**config.mk**
```make
export PLATFORM = sky130hd
export DESIGN_NAME = alu_arbiter
export DESIGN_NICKNAME = d
export VERILOG_FILES = /design/src/rtl/alu_arbiter.sv
export SDC_FILE = /design/constraint.sdc
export NUM_CORES = 1
export LEC_CHECK = 0
export BUFFER_PORTS_ARGS = -buffer_cell sky130_fd_sc_hd__buf_4
export CORE_AREA = 2 2 114 116
export CTS_CLUSTER_DIAMETER = 40
export DETAILED_ROUTE_END_ITERATION = 8
export DIE_AREA = 0 0 116 118
export HOLD_SLACK_MARGIN = 0.06
export MAX_ROUTING_LAYER = met4
export PLACE_DENSITY = 0.85
export SYNTH_ARGS = -nofsm -noshare
export SYNTH_HDL_FRONTEND = slang
export SYNTH_SLANG_ARGS = --single-unit
```
**constraint.sdc**
```tcl
create_clock -name iClk -period 4 [get_ports iClk]
set_input_delay 0.4 -clock iClk [delete_from_list [all_inputs] [get_ports iClk]]
set_output_delay 0.4 -clock iClk [all_outputs]
set_load 0.05 [all_outputs]
```
**src/rtl/alu_arbiter.sv**
```systemverilog
`default_nettype none
// alu_arbiter -- round-robin sharing of one combinational ALU between two requesters,
// with registered operands, a settle counter and a valid/ready response channel. rev 1.0
module alu_arbiter #(
  parameter int ALU_LAT = 1
) (
  input  logic        iClk,
  input  logic        iReset,
  input  logic        iReqValid0,
  input  logic        iReqValid1,
  output logic        oReqReady0,
  output logic        oReqReady1,
  input  logic [31:0] iReqA0,
  input  logic [31:0] iReqB0,
  input  logic [31:0] iReqA1,
  input  logic [31:0] iReqB1,
  input  logic [5:0]  iReqFun0,
  input  logic [5:0]  iReqFun1,
  input  logic        iReqSign0,
  input  logic        iReqSign1,
  output logic [31:0] oAluA,
  output logic [31:0] oAluB,
  output logic [5:0]  oAluFun,
  output logic        oAluSign,
  input  logic [31:0] iAluS,
  input  logic        iAluZ,
  input  logic        iAluV,
  input  logic        iAluN,
  output logic        oRespValid,
  input  logic        iRespReady,
  output logic        oRespId,
  output logic        oRespErr,
  output logic [31:0] oS,
  output logic        oZ,
  output logic        oV,
  output logic        oN
);

  typedef enum logic [1:0] {
    S_IDLE = 2'd0,
    S_EXEC = 2'd1,
    S_RESP = 2'd2
  } state_t;

  localparam logic [3:0] c_CNT_INIT = 4'(ALU_LAT - 1);

  state_t      r_state;
  state_t      w_next;
  logic        r_last;
  logic [3:0]  r_cnt;
  logic [31:0] r_alu_a;
  logic [31:0] r_alu_b;
  logic [5:0]  r_alu_fun;
  logic        r_alu_sign;
  logic [31:0] r_s;
  logic        r_z;
  logic        r_v;
  logic        r_n;
  logic        r_resp_valid;
  logic        r_resp_id;
  logic        r_resp_err;

  logic        w_grant0;
  logic        w_grant1;
  logic        w_ready0;
  logic        w_ready1;
  logic        w_accept;
  logic        w_sel;
  logic [5:0]  w_fun;
  logic        w_fun_legal;

  // On contention the grant goes to whichever requester was not served last.
  always_comb begin
    w_grant0 = 1'b0;
    w_grant1 = 1'b0;
    if (iReqValid0 && iReqValid1) begin
      w_grant0 = r_last;
      w_grant1 = ~r_last;
    end else begin
      w_grant0 = iReqValid0;
      w_grant1 = iReqValid1;
    end
  end

  assign w_ready0 = (r_state == S_IDLE) && w_grant0 && !iReset;
  assign w_ready1 = (r_state == S_IDLE) && w_grant1 && !iReset;
  assign w_accept = w_ready0 || w_ready1;
  assign w_sel    = w_ready1;
  assign w_fun    = w_sel ? iReqFun1 : iReqFun0;

  always_comb begin
    w_fun_legal = 1'b0;
    case (w_fun)
      6'b000000, 6'b000001, 6'b011000, 6'b011110,
      6'b010110, 6'b010001, 6'b011010, 6'b100000,
      6'b100001, 6'b100011, 6'b110011, 6'b110001,
      6'b110101, 6'b111101, 6'b111001, 6'b111111: w_fun_legal = 1'b1;
      default:                                    w_fun_legal = 1'b0;
    endcase
  end

  always_ff @(posedge iClk or posedge iReset) begin
    if (iReset) r_state <= S_IDLE;
    else        r_state <= w_next;
  end

  always_comb begin
    w_next = r_state;
    case (r_state)
      S_IDLE: if (w_accept) w_next = w_fun_legal ? S_EXEC : S_RESP;
      S_EXEC: if (r_cnt == 4'd0) w_next = S_RESP;
      S_RESP: if (iRespReady) w_next = S_IDLE;
      default: w_next = S_IDLE;
    endcase
  end

  always_ff @(posedge iClk or posedge iReset) begin
    if (iReset) begin
      r_last       <= 1'b1;
      r_cnt        <= 4'd0;
      r_alu_a      <= 32'd0;
      r_alu_b      <= 32'd0;
      r_alu_fun    <= 6'd0;
      r_alu_sign   <= 1'b0;
      r_s          <= 32'd0;
      r_z          <= 1'b0;
      r_v          <= 1'b0;
      r_n          <= 1'b0;
      r_resp_valid <= 1'b0;
      r_resp_id    <= 1'b0;
      r_resp_err   <= 1'b0;
    end else begin
      case (r_state)
        S_IDLE: begin
          if (w_accept) begin
            r_alu_a    <= w_sel ? iReqA1 : iReqA0;
            r_alu_b    <= w_sel ? iReqB1 : iReqB0;
            r_alu_fun  <= w_fun;
            r_alu_sign <= w_sel ? iReqSign1 : iReqSign0;
            r_resp_id  <= w_sel;
            r_last     <= w_sel;
            if (w_fun_legal) begin
              r_cnt <= c_CNT_INIT;
            end else begin
              // Illegal code: answer immediately without sampling the ALU.
              r_s          <= 32'd0;
              r_z          <= 1'b1;
              r_v          <= 1'b0;
              r_n          <= 1'b0;
              r_resp_err   <= 1'b1;
              r_resp_valid <= 1'b1;
            end
          end
        end
        S_EXEC: begin
          if (r_cnt != 4'd0) begin
            r_cnt <= r_cnt - 4'd1;
          end else begin
            r_s          <= iAluS;
            r_z          <= iAluZ;
            r_v          <= iAluV;
            r_n          <= iAluN;
            r_resp_err   <= 1'b0;
            r_resp_valid <= 1'b1;
          end
        end
        S_RESP: begin
          if (iRespReady) r_resp_valid <= 1'b0;
        end
        default: ;
      endcase
    end
  end

  assign oReqReady0 = w_ready0;
  assign oReqReady1 = w_ready1;
  assign oAluA      = r_alu_a;
  assign oAluB      = r_alu_b;
  assign oAluFun    = r_alu_fun;
  assign oAluSign   = r_alu_sign;
  assign oRespValid = r_resp_valid;
  assign oRespId    = r_resp_id;
  assign oRespErr   = r_resp_err;
  assign oS         = r_s;
  assign oZ         = r_z;
  assign oV         = r_v;
  assign oN         = r_n;

endmodule
`default_nettype wire

```
After elaboration in Yosys (flattened, before gate mapping)
Memory sizes are Yosys's and may differ from the RTL's.
Cells that the tools add are included.
{"block": "op_classes", "addsub": 1, "n_mul": 0, "n_div": 0, "order_cmp": 0, "n_eq_ne": 9, "shifts": 0, "n_mux": 34, "bitwise_logic": 1, "reduce_logical": 17}
{"operator": "two-way mux 32 bit", "count": 5}
{"operator": "case mux 32 bit (2 select lines)", "count": 1}
{"operator": "inequality test 2 bit, second input constant", "count": 7}
{"operator": "two-way mux 1 bit", "count": 13}
{"operator": "two-way mux 4 bit", "count": 3}
{"operator": "two-way mux 2 bit", "count": 4}
{"operator": "case mux 1 bit (2 select lines)", "count": 4}
{"operator": "case mux 4 bit (2 select lines)", "count": 1}
{"operator": "AND reduction 4 bit", "count": 2}
{"operator": "two-way mux 6 bit", "count": 1}
{"operator": "case mux 2 bit (3 select lines)", "count": 1}
{"operator": "logical AND 1 bit", "count": 5}
{"operator": "AND reduction 5 bit", "count": 1}
{"operator": "logical NOT 4 bit", "count": 1}
{"operator": "nonzero test 4 bit", "count": 1}
{"operator": "subtractor 4 x 1 -> 4 bit, second input constant", "count": 1}
{"operator": "case mux 1 bit (3 select lines)", "count": 1}
{"operator": "AND reduction 3 bit", "count": 1}
{"operator": "nonzero test 3 bit", "count": 1}
{"operator": "equality test 2 x 1 -> 1 bit, second input constant", "count": 1}
{"operator": "equality test 2 bit, second input constant", "count": 1}
{"operator": "logical NOT 2 bit", "count": 1}
{"operator": "AND reduction 2 bit", "count": 1}
{"operator": "nonzero test 2 bit", "count": 1}
{"operator": "other kinds (3)", "count": 3}
{"block": "totals", "reg_bits": 116, "latchBits": 0, "ramBits": 0, "romBits": 64, "input_bits": 182, "output_inout_bits": 111, "word_cells": 77, "mem_count": 1}
{"name": "(name not given)", "words": 64, "width": 1, "read_ports": 1, "rd_clocked_by_memory_dff": 0, "write_ports": 0, "line_no": "93", "source": "case (w_fun)"}

Depth between registers and ports, before layout
An unclocked memory read counts as a cell.
{"block": "logic_depth", "depth_word": 9, "ltp_mapped": 9, "ltp_nobuf": 7}

Worst setup path after synthesis
OpenSTA, ideal clock, no wires.
{"block": "synth_timing", "kind": "in2out", "start": "input port iReset", "end": "output port oReqReady0", "t_arrival_ns": 3.804, "required_ns": 3.600, "setup_slack_ns": -0.204, "stages": 3, "path_buffers": 0, "path_cell_list": "inv_1 > nand2_1 > nor2_1"}
{"block": "synth_between", "elab_chain_cells": 2}
{"item": "from (decl)", "line_no": "8", "source": "input logic iReset,"}
{"item": "logical NOT 1 bit (no source line)"}
{"item": "logical AND 1 bit", "line_no": "85", "source": "assign w_ready0 = (r_state == S_IDLE) && w_grant0 && !iReset;"}
{"item": "to (decl)", "line_no": "11", "source": "output logic oReqReady0,"}
No other way between the ends.

Final worst setup path
{"block": "layout_timing", "start": "register r_state[0]", "end": "output port oReqReady1"}
{"block": "layout_between", "elab_chain_cells": 3}
{"item": "from (decl)", "line_no": "47", "source": "state_t r_state;"}
{"item": "from (signal assigned)", "line_no": "104", "source": "else r_state <= w_next;"}
{"item": "logical NOT 2 bit", "line_no": "86", "source": "assign w_ready1 = (r_state == S_IDLE) && w_grant1 && !iReset;"}
{"item": "logical AND 1 bit (2 in a row)", "line_no": "86"}
{"item": "to (decl)", "line_no": "12", "source": "output logic oReqReady1,"}
No other way between the ends.

==> out/qor.csv <==
stage,metric,value,unit
timing,finalWorstPathRequiredPeriod,2.87,ns
finish,post_layout_nonfiller_instances,1078,
worst_setup_path,timing.setup.critical_path_class,register to output port,
route,postRouteWirelength,16.5,mm
clock_network,clock-root-buffer,sky130_fd_sc_hd__clkbuf_16,
timing,finalClockSkew,0.00505,ns
route,routed_via_density,4.99,
route,routed_wire_length_per_instance,15.3,µm
clock_network,clock_tree.buffer_depth,2,
power_and_ir_drop,ir_drop,0.434,mV
timing,period_share,71.7,%
floorplan,die_w,116,µm
worst_setup_path,timing.critical_path.from_type,register,
finish,areaGrowthSynthToFinish,55.8,%
synthesis,synth-edff-count,0,
global_route,grt_first_pass_wirelength,25.3,mm
worst_setup_path,worstPathRequired,3.60,ns
finish,fillers,1032,
global_route,grt_max_degree,95,
clock_network,cts.hold.buffers_added,0,
worst_setup_path,worstPathMaxFanout,46,
timing,setup_tns,0,ns
worst_setup_path,buffers_inverters_on_critical_path,3,
route,1st_iter_drt_viols,480,
synthesis,dominant_cell_by_count_in_the_synthesized_netlist,sky130_fd_sc_hd__nand2_1,
power_and_ir_drop,power_density,955,nW/µm²
global_route,grt.total_usage,24.6,%
route,first_pass_iters,4,
finish,final_layout_size_suffix_gt1_share,37.6,%
timing,worst_slew_pin_slew,1.13,ns
clock_network,worst_path_clk_slew,0.05,ns
timing,finalSetupViolCount,0,
floorplan,die_span_y,118,µm
finish,antennaDiodeCount,0,
route,route.antenna.remaining_nets,0,
placed_design,placed_cell_count,1046,
clock_network,h_tree_lvl_count,4,
global_route,gr_ovfl_total,0,
placed_design,dp.final_hpwl,12.0,mm
run_status,result_of_the_run,"complete, no violations",
synthesis,post-synth-top-area-fraction,55.2,%
synthesis,syn_nets,797,
worst_setup_path,critPathSlowestCell,sky130_fd_sc_hd__buf_4,
timing,timing.final.max_slew_violations,0,
worst_setup_path,critical_path.endpoint_type,output port,
synthesis,synthArstFlopShare,100,%
synthesis,post_synth.cell_area_avg,8.50,µm²
floorplan,placeableCoreArea,12400,µm²
clock_network,setup_repair_bufs_after_cts,0,
floorplan,fp-row-count,41,
placed_design,post-place-ws,1.40,ns
placed_design,gp_congestion,0.824,
timing,setup_repair_after_global_routing_missed_its_margin,no,
synthesis,syn_area,5210,µm²
clock_network,clock_sink_count,116,
finish,final_net_count,1077,
power_and_ir_drop,total_power,7760,µW
clock_network,postcts_resize_cnt,0,
clock_network,cts_tree,yes,
timing,timing.max_slew.rel_slack,24.6,%
hold_path,hold_path.class,input pin to asynchronous set/reset pin,
worst_setup_path,arrival,2.47,ns
floorplan,pin_count,293,
synthesis,synthTopCellsByCount,"sky130_fd_sc_hd__nand2_1, sky130_fd_sc_hd__dfrtp_1, sky130_fd_sc_hd__nor2_1, sky130_fd_sc_hd__a31oi_1, sky130_fd_sc_hd__a21oi_1",
synthesis,part_of_the_yosys_area_used_for_sequential_elements,55.7,%
timing,max_clock_freq,349,MHz
timing,worst_slack,1.13,ns
synthesis,yosys-top-cells-area,"sky130_fd_sc_hd__dfrtp_1, sky130_fd_sc_hd__nand2_1, sky130_fd_sc_hd__a31oi_1",
power_and_ir_drop,leakagePower,0.00398,µW
placed_design,buffer_ports.inserted,292,
worst_setup_path,cell_by_cell_trace_of_the_critical_path,nor3_4 > nand3_4 > inv_2 > buf_4 > buf_4,
synthesis,yosys_warning_total,0,
worst_setup_path,critical-path-top-delay-family,buffers and inverters,
flow_run,maxCapViolations,0,
route,drc,0,
global_route,initial_antenna_violation_count,0,
global_route,vias_in_the_first_global_route,5126,
floorplan,full_die_area,13700,µm²
worst_setup_path,critical-path-max-stage-delay,0.52,ns
synthesis,synth.largest_area_cell,sky130_fd_sc_hd__dfrtp_1,
synthesis,yosysUniqueCellTypes,31,
clock_network,clk_latency,0.41,ns
synthesis,postSynthRegisterBits,116,
floorplan,initial_util,42.0,%
worst_setup_path,path_common_cell,sky130_fd_sc_hd__buf_4,
synthesis,synthesis.instances,613,
timing,finalHoldViolations,0,
route,number_of_vias_in_the_routed_layout,5378,
synthesis,synth_ff_type,sky130_fd_sc_hd__dfrtp_1,
clock_network,cts_buffers,17,
## area by class of cell
cell class                      count  area (µm²)  share of cell area (%)
Clock buffer                       19         453                    5.58
Clock inverter                     13         158                    1.94
Inverter                            7        30.0                   0.370
Multi-Input combinational cell    450        2100                    25.9
Sequential cell                   116        2900                    35.8
Tap cell                          172         215                    2.65
Timing Repair Buffer              301        2260                    27.8
## per-layer routing
metal,vias up,track usage [%],part of all wire (%)
li1,2608,-,-
met1,2489,28.7,40
met2,252,40.7,51
met3,29,5.61,7.1
met4,0,10.1,2.6
met5,-,-,0
## state kept, by name, summed over array words and instances (netlist names)
| register | flops |
|---|---|
| oV | 1 |
| oRespValid | 1 |
| oAluFun | 6 |
| oAluA | 32 |
| oN | 1 |
| r_cnt | 4 |
| oAluB | 32 |
| oRespErr | 1 |
| r_state | 2 |
| r_last | 1 |
| oAluSign | 1 |
| oRespId | 1 |
| oZ | 1 |
| oS | 32 |
## metrics by stage
step                      utilization (%)  hold WS (ns)  area [µm²]
final                                65.4         0.146        8120
after global routing                 65.4         0.185        8120
after CTS                            65.4         0.148        8120
after detailed placement             60.5         0.457        7510
after global placement               60.5         0.457        7510
after floorplan                         -         0.445        5220
## cell usage in the layout (no fill, tap or decap)
master / Yosys / routed
sky130_fd_sc_hd__a31o_2: 1 / 1
sky130_fd_sc_hd__nor4b_1: 3 / 3
sky130_fd_sc_hd__nand3_4: 1 / 1
sky130_fd_sc_hd__nand4_1: 1 / 1
sky130_fd_sc_hd__o21ai_0: 12 / 12
sky130_fd_sc_hd__clkinv_2: 0 / 4
sky130_fd_sc_hd__clkbuf_8: 0 / 2
sky130_fd_sc_hd__a21o_1: 3 / 3
sky130_fd_sc_hd__clkbuf_16: 0 / 17
sky130_fd_sc_hd__nor3_1: 1 / 1
sky130_fd_sc_hd__buf_4: 0 / 301
sky130_fd_sc_hd__inv_1: 6 / 5
sky130_fd_sc_hd__dfstp_2: 1 / 1
sky130_fd_sc_hd__a31oi_1: 71 / 71
sky130_fd_sc_hd__nor2_1: 75 / 74
sky130_fd_sc_hd__nand2_1: 221 / 221
sky130_fd_sc_hd__a211oi_1: 1 / 1
sky130_fd_sc_hd__o32a_1: 1 / 1
sky130_fd_sc_hd__ha_1: 2 / 2
sky130_fd_sc_hd__clkinv_4: 0 / 2
sky130_fd_sc_hd__nor2b_1: 2 / 2
sky130_fd_sc_hd__dfrtp_1: 115 / 115
sky130_fd_sc_hd__nor2_4: 0 / 1
sky130_fd_sc_hd__bufinv_16: 0 / 3
sky130_fd_sc_hd__nor3_4: 1 / 1
sky130_fd_sc_hd__clkinvlp_4: 0 / 5
sky130_fd_sc_hd__nor4_2: 1 / 1
sky130_fd_sc_hd__nor3b_1: 2 / 2
sky130_fd_sc_hd__nand3b_1: 2 / 2
sky130_fd_sc_hd__a21oi_1: 38 / 38
sky130_fd_sc_hd__mux2i_1: 5 / 5
sky130_fd_sc_hd__nand2b_1: 2 / 2
sky130_fd_sc_hd__or3_1: 1 / 1
sky130_fd_sc_hd__and2_1: 3 / 3
sky130_fd_sc_hd__inv_2: 1 / 1
## path summary, 6_finish.rpt
check                                start    endpoint  slack, ns  cells past startpoint
worst max-delay path            r_state[0]  oReqReady1       1.13                      5
worst min-delay path                iReset  oAluFun[2]       0.15                      3
worst max register to register  r_state[0]  r_state[1]       1.41                      8
worst min register to register      r_last      r_last       0.46                      2
max in group asynchronous           iReset       oS[9]       2.48                      4
min in group iClk                    iAluZ          oZ       0.21                      3
## worst register-to-register path: stages, from the launching register on
cell                       delay [ns]
sky130_fd_sc_hd__dfrtp_1         0.45
sky130_fd_sc_hd__nor3_4          0.31
sky130_fd_sc_hd__nand3_4         0.10
sky130_fd_sc_hd__buf_4           0.35
sky130_fd_sc_hd__a211oi_1        0.38
sky130_fd_sc_hd__nor4_2          0.07
sky130_fd_sc_hd__and2_1          0.17
sky130_fd_sc_hd__buf_4           0.24
sky130_fd_sc_hd__or3_1           0.40
## kinds of logic after synthesis
group | Yosys count | share of synthesized area (%)
flip-flops | 116 | 55.7
multiplexers | 5 | 0.960
AND/OR/NAND/NOR | 316 | 24.5
AO/OA/AOI/OAI | 127 | 14.3
adder cells (fa/ha/maj) | 2 | 0.480
buffers and inverters | 47 | 4.13
## report_power, final
group	switching (µW)	internal, µW
registers	330	1740
clock network	546	1010
logic	2930	1210
Note: power is estimated with default switching activity, not from simulation.
